### src/rtl/ram_arbiter.sv
// Two-requester front end for a single-port 4K x 16 RAM: one access per cycle,
// registered RAM pins, and in-order read-data return steered by a tag pipeline.
module ram_arbiter #(
    parameter int unsigned RD_LAT    = 1,
    parameter bit          FIXED_PRI = 1'b0
) (
    input  logic        clk,
    input  logic        rst,
    input  logic        req0,
    input  logic        req1,
    input  logic        we0,
    input  logic        we1,
    input  logic [11:0] addr0,
    input  logic [11:0] addr1,
    input  logic [15:0] wd0,
    input  logic [15:0] wd1,
    output logic        gnt0,
    output logic        gnt1,
    output logic        rv0,
    output logic        rv1,
    output logic [15:0] rd0,
    output logic [15:0] rd1,
    output logic        ram_load,
    output logic [11:0] ram_addr,
    output logic [15:0] ram_d,
    input  logic [15:0] ram_q,
    output logic        idle
);

    logic              pref1;
    logic              any_gnt;
    logic              sel_we;
    logic [11:0]       sel_addr;
    logic [15:0]       sel_wd;
    logic [RD_LAT:0]   tag_v;
    logic [RD_LAT:0]   tag_p;

    // pref1 names the port that wins a tie in round-robin mode
    always_comb begin
        gnt0 = 1'b0;
        gnt1 = 1'b0;
        if (!rst) begin
            if (req0 && (!req1 || FIXED_PRI || !pref1))
                gnt0 = 1'b1;
            else if (req1)
                gnt1 = 1'b1;
        end
    end

    always_comb begin
        any_gnt  = gnt0 | gnt1;
        sel_we   = we0;
        sel_addr = addr0;
        sel_wd   = wd0;
        if (gnt1) begin
            sel_we   = we1;
            sel_addr = addr1;
            sel_wd   = wd1;
        end
    end

    always_ff @(posedge clk or posedge rst) begin
        if (rst) begin
            pref1    <= 1'b0;
            ram_load <= 1'b0;
            ram_addr <= '0;
            ram_d    <= '0;
            tag_v    <= '0;
            tag_p    <= '0;
        end else begin
            ram_load <= any_gnt & sel_we;
            if (any_gnt) begin
                ram_addr <= sel_addr;
                ram_d    <= sel_wd;
                pref1    <= gnt0;
            end
            // stage 0 lines up with the address on the RAM pins, stage RD_LAT with ram_q
            tag_v <= {tag_v[RD_LAT-1:0], any_gnt & ~sel_we};
            tag_p <= {tag_p[RD_LAT-1:0], gnt1};
        end
    end

    always_comb begin
        rv0  = tag_v[RD_LAT] & ~tag_p[RD_LAT];
        rv1  = tag_v[RD_LAT] &  tag_p[RD_LAT];
        rd0  = rv0 ? ram_q : '0;
        rd1  = rv1 ? ram_q : '0;
        idle = ~ram_load & ~(|tag_v);
    end

endmodule

### config.mk
export PLATFORM = sky130hd
export DESIGN_NAME = ram_arbiter
export DESIGN_NICKNAME = d
export VERILOG_FILES = /design/src/rtl/ram_arbiter.sv
export SDC_FILE = /design/constraint.sdc
export NUM_CORES = 1
export LEC_CHECK = 0
export CORE_MARGIN = 5
export CORE_UTILIZATION = 34
export CTS_CLUSTER_DIAMETER = 40
export DETAILED_ROUTE_END_ITERATION = 12
export PLACE_DENSITY = 0.81
export SLEW_MARGIN = 15
export SYNTH_ARGS = -nofsm -noshare
export SYNTH_HDL_FRONTEND = slang
export SYNTH_SLANG_ARGS = --single-unit
### constraint.sdc
create_clock -name clk -period 2.1 [get_ports clk]
set_clock_uncertainty 0.05 [all_clocks]
set_input_delay 0.42 -clock clk [delete_from_list [all_inputs] [get_ports clk]]
set_output_delay 0.42 -clock clk [all_outputs]
set_load 0.02 [all_outputs]
==> results.toml, run 1 <==
[sta]
setup_viol = 0
max_freq_mhz = 491
period_needed_ns = 2.04
rsz0062_at_grt = "no"
finalMaxSlewViolations = 0
slew_headroom_pct = 71.3
fin_crit_sh_pct = 96.9
worst_slack_ns = 0.0646
worstMarginPinSlew_ns = 0.431
hold_violations = 0
holdWs_ns = 0.299

[clock_tree]
post_cts_buffers = 0
clockRootBuffer = "clkbuf_8"
hold_buffers = 0
clock_latency_ns = 0.28
clk_pin_slew_ns = 0.06
cts_num_sinks = 34
h-tree-depth = 2
numCtsBuffers = 5
clk_path_buf_depth = 2
cts_tree = "yes"

[routing]
wl_per_cell_um = 15.3
via_per_inst = 5.03
drt_iter0_drc = 45
drtPass1Iterations = 4
wirelength_um = 6590
antenna_left = 0
drcViolationCount = 0
via_count = 2162

[floorplanning]
num_io_pins = 144
initial_utilization_pct = 34.6
die_area_um2 = 7130
die_w_um = 84.4
rows = 27
die_y_um = 84.4
core_um2 = 5440

[global_route]
grt_pass1_vias = 2034
grt_pass1_wl_um = 10200
antenna_found_initial = 0
track_usage_pct = 17.7
overflow = 0
grt_max_degree = 59

[place]
io_buffers = 143
place_area_um2 = 3430
place_ws_ns = -0.284
dp_hpwl_um = 5040
place_congestion = 0.793

[power_and_ir_drop]
switching_share_pct = 31.9
p_leak_nw = 1.54
powerDensity_nw_per_um2 = 586
intPower_mw = 1.38
pwr-share-clk_pct = 23.2
power.net_switching_uw = 647
totalPowerFinal_mw = 2.03
combPwrFrac_pct = 37.9
peakVddDrop_uv = 346
seq_power_share_pct = 38.9

[critical_path]
cp.required_ns = 1.63
cp-end-kind = "output pin"
path_max_fanout = 3
slowest_stage = "clkdlybuf4s50_1"
start_kind = "primary input"
path_cells = "clkdlybuf4s50_1 -> buf_4 -> clkinvlp_4 -> nand2_1 -> a21oi_1 -> clkdlybuf4s15_1"
critPathMaxStageDelay_ns = 0.42
cp.arrival_ns = 1.57
setup.worst_path.class = "in2out"

[synth]
synth.top_cell.area_share_pct = 45.2
synth_area_leaders = "dfrtp_1 45%, a31oi_1 9.3%, nor2_1 5.8%, and2_1 5.6%, and3_1 5.6%"
synthCells = 217
yosysTopAreaCell = "dfrtp_1"
synth_fp_nets = 295
yosysSeqAreaShare_pct = 45.2
synth_area_um2 = 1880
ys_ff_latch = 34
yosysWarningCount = 0
synth_cell_types = 23
synth_area_per_cell_um2 = 8.68

[finish]
drive_above_1_share_pct = 9.22
syn_to_final_growth_pct = 83.9
multi_input_area_um2 = 913
fillers = 502
seqCellArea_um2 = 851
nets = 437
n_antenna_cell = 0
final_cell_area_um2 = 3460

[worst_hold_path]
hold_class = "reg2reg"

[outcome]
status = "complete, no violations"

[job]
maxCapViolCount = 0
-- final cells by class --
type                       instances  area share (%)
sequential                        34            24.6
timing repair buffer             156            43.9
inverter                           1           0.217
tap                               72            2.60
multi-input combinational        161            26.4
clock buffer                       6            2.38
-- metrics by stage --
step | TNS [ns] | utilization [%] | std cells
floorplan | 0 | - | 217
global placement | -0.466 | 63.0 | 424
CTS | 0 | 63.7 | 430
detailed placement | -0.756 | 63.0 | 424
finish | 0 | 63.7 | 430
global route | 0 | 63.7 | 430
-- worst max-delay path: cells and delay by family --
kind,cells,cell delay [ns]
and+or+nand+nor,1,0.06
AOI/OAI and AO/OA,1,0.14
buffers and inverters,4,0.95
-- Yosys cell counts (all sizes together) --
cell type and count:
dfrtp 34, o21ai 30, nand3 29, nor2 29, a31oi 28, and2 17, and3 17, buf 15
clkbuf 6, and2b 2, nand2 2, nand2b 2, a21boi 1, a21oi 1, inv 1, nor2b 1
nor3 1, o21ba 1
-- cell usage in the layout (no fill, tap or decap), drive strengths merged --
cell | synthesis | layout
nand2b | 2 | 2
o21ba | 1 | 1
and2b | 2 | 2
a21boi | 1 | 1
nor2 | 29 | 29
clkdlybuf4s50 | 0 | 107
nor2b | 1 | 1
clkdlybuf4s15 | 0 | 1
a31oi | 28 | 28
nand3 | 29 | 29
o21ai | 30 | 30
nor3 | 1 | 1
clkbuf | 6 | 7
nand2 | 2 | 2
clkinvlp | 0 | 1
a21oi | 1 | 1
dlygate4sd2 | 0 | 34
and3 | 17 | 17
buf | 15 | 13
and2 | 17 | 17
dfrtp | 34 | 34
-- registers in the layout, summed over array words and instances (netlist names) --
register / cells
tag_p: 2
ram_load: 1
tag_v: 2
ram_d: 16
ram_addr: 12
pref1: 1
-- per-layer routing --
metal  share of wire [%]  track usage [%]
met1                  38             19.8
met3                 9.1             4.61
met5                   0                0
met4                 1.4             4.89
met2                  51             33.0
-- cells by family after synthesis --
logic type	Yosys count	share of synthesized area [%]
AND/OR/NAND/NOR	100	29.9
AO/OA/AOI/OAI	61	18.5
buffers and inverters	22	6.44
flip-flops	34	45.2
-- final timing paths --
path,startpoint,to,slack [ns],depth (start not counted)
hold / removal,tag_p[0]$_DFF_PP0_,tag_p[1]$_DFF_PP0_,0.30,0
setup / recovery,rst,gnt0,0.06,6
max in group asynchronous,rst,ram_d[13]$_DFFE_PP0P_,1.02,4
setup reg to reg,pref1$_DFFE_PP0P_,ram_d[1]$_DFFE_PP0P_,0.72,4
hold reg to reg,tag_p[0]$_DFF_PP0_,tag_p[1]$_DFF_PP0_,0.30,0
min in group asynchronous,rst,pref1$_DFFE_PP0P_,0.67,4
-- timing repair --
item	CTS	global route
pin swaps	0	0
gates cloned	0	0
gates resized for setup	37	2
endpoints found under the setup margin	36	2
-- power by group through the flow --
stage          Combinational (mW)  Clock [mW]  Sequential (mW)
6_report                    0.769       0.471            0.789
5_1_grt                     0.826       0.510            0.801
4_1_cts                     0.778       0.481            0.790
3_5_place_dp                0.793           0            0.801
3_3_place_gp                0.782           0            0.796
2_1_floorplan               0.262           0            0.897
Note: power is estimated with default switching activity, not from simulation.
==> run 2: changes to the inputs <==
--- a/config.mk
+++ b/config.mk
@@ -5,6 +5,8 @@
 export SDC_FILE = /design/constraint.sdc
 export NUM_CORES = 1
 export LEC_CHECK = 0
+export ABC_CLOCK_PERIOD_IN_PS = 2100
+export CAP_MARGIN = 20
 export CORE_MARGIN = 5
 export CORE_UTILIZATION = 34
 export CTS_CLUSTER_DIAMETER = 40
==> results of run 2 <==
The final DEF is identical to that of run 1; final timing and power are the same.
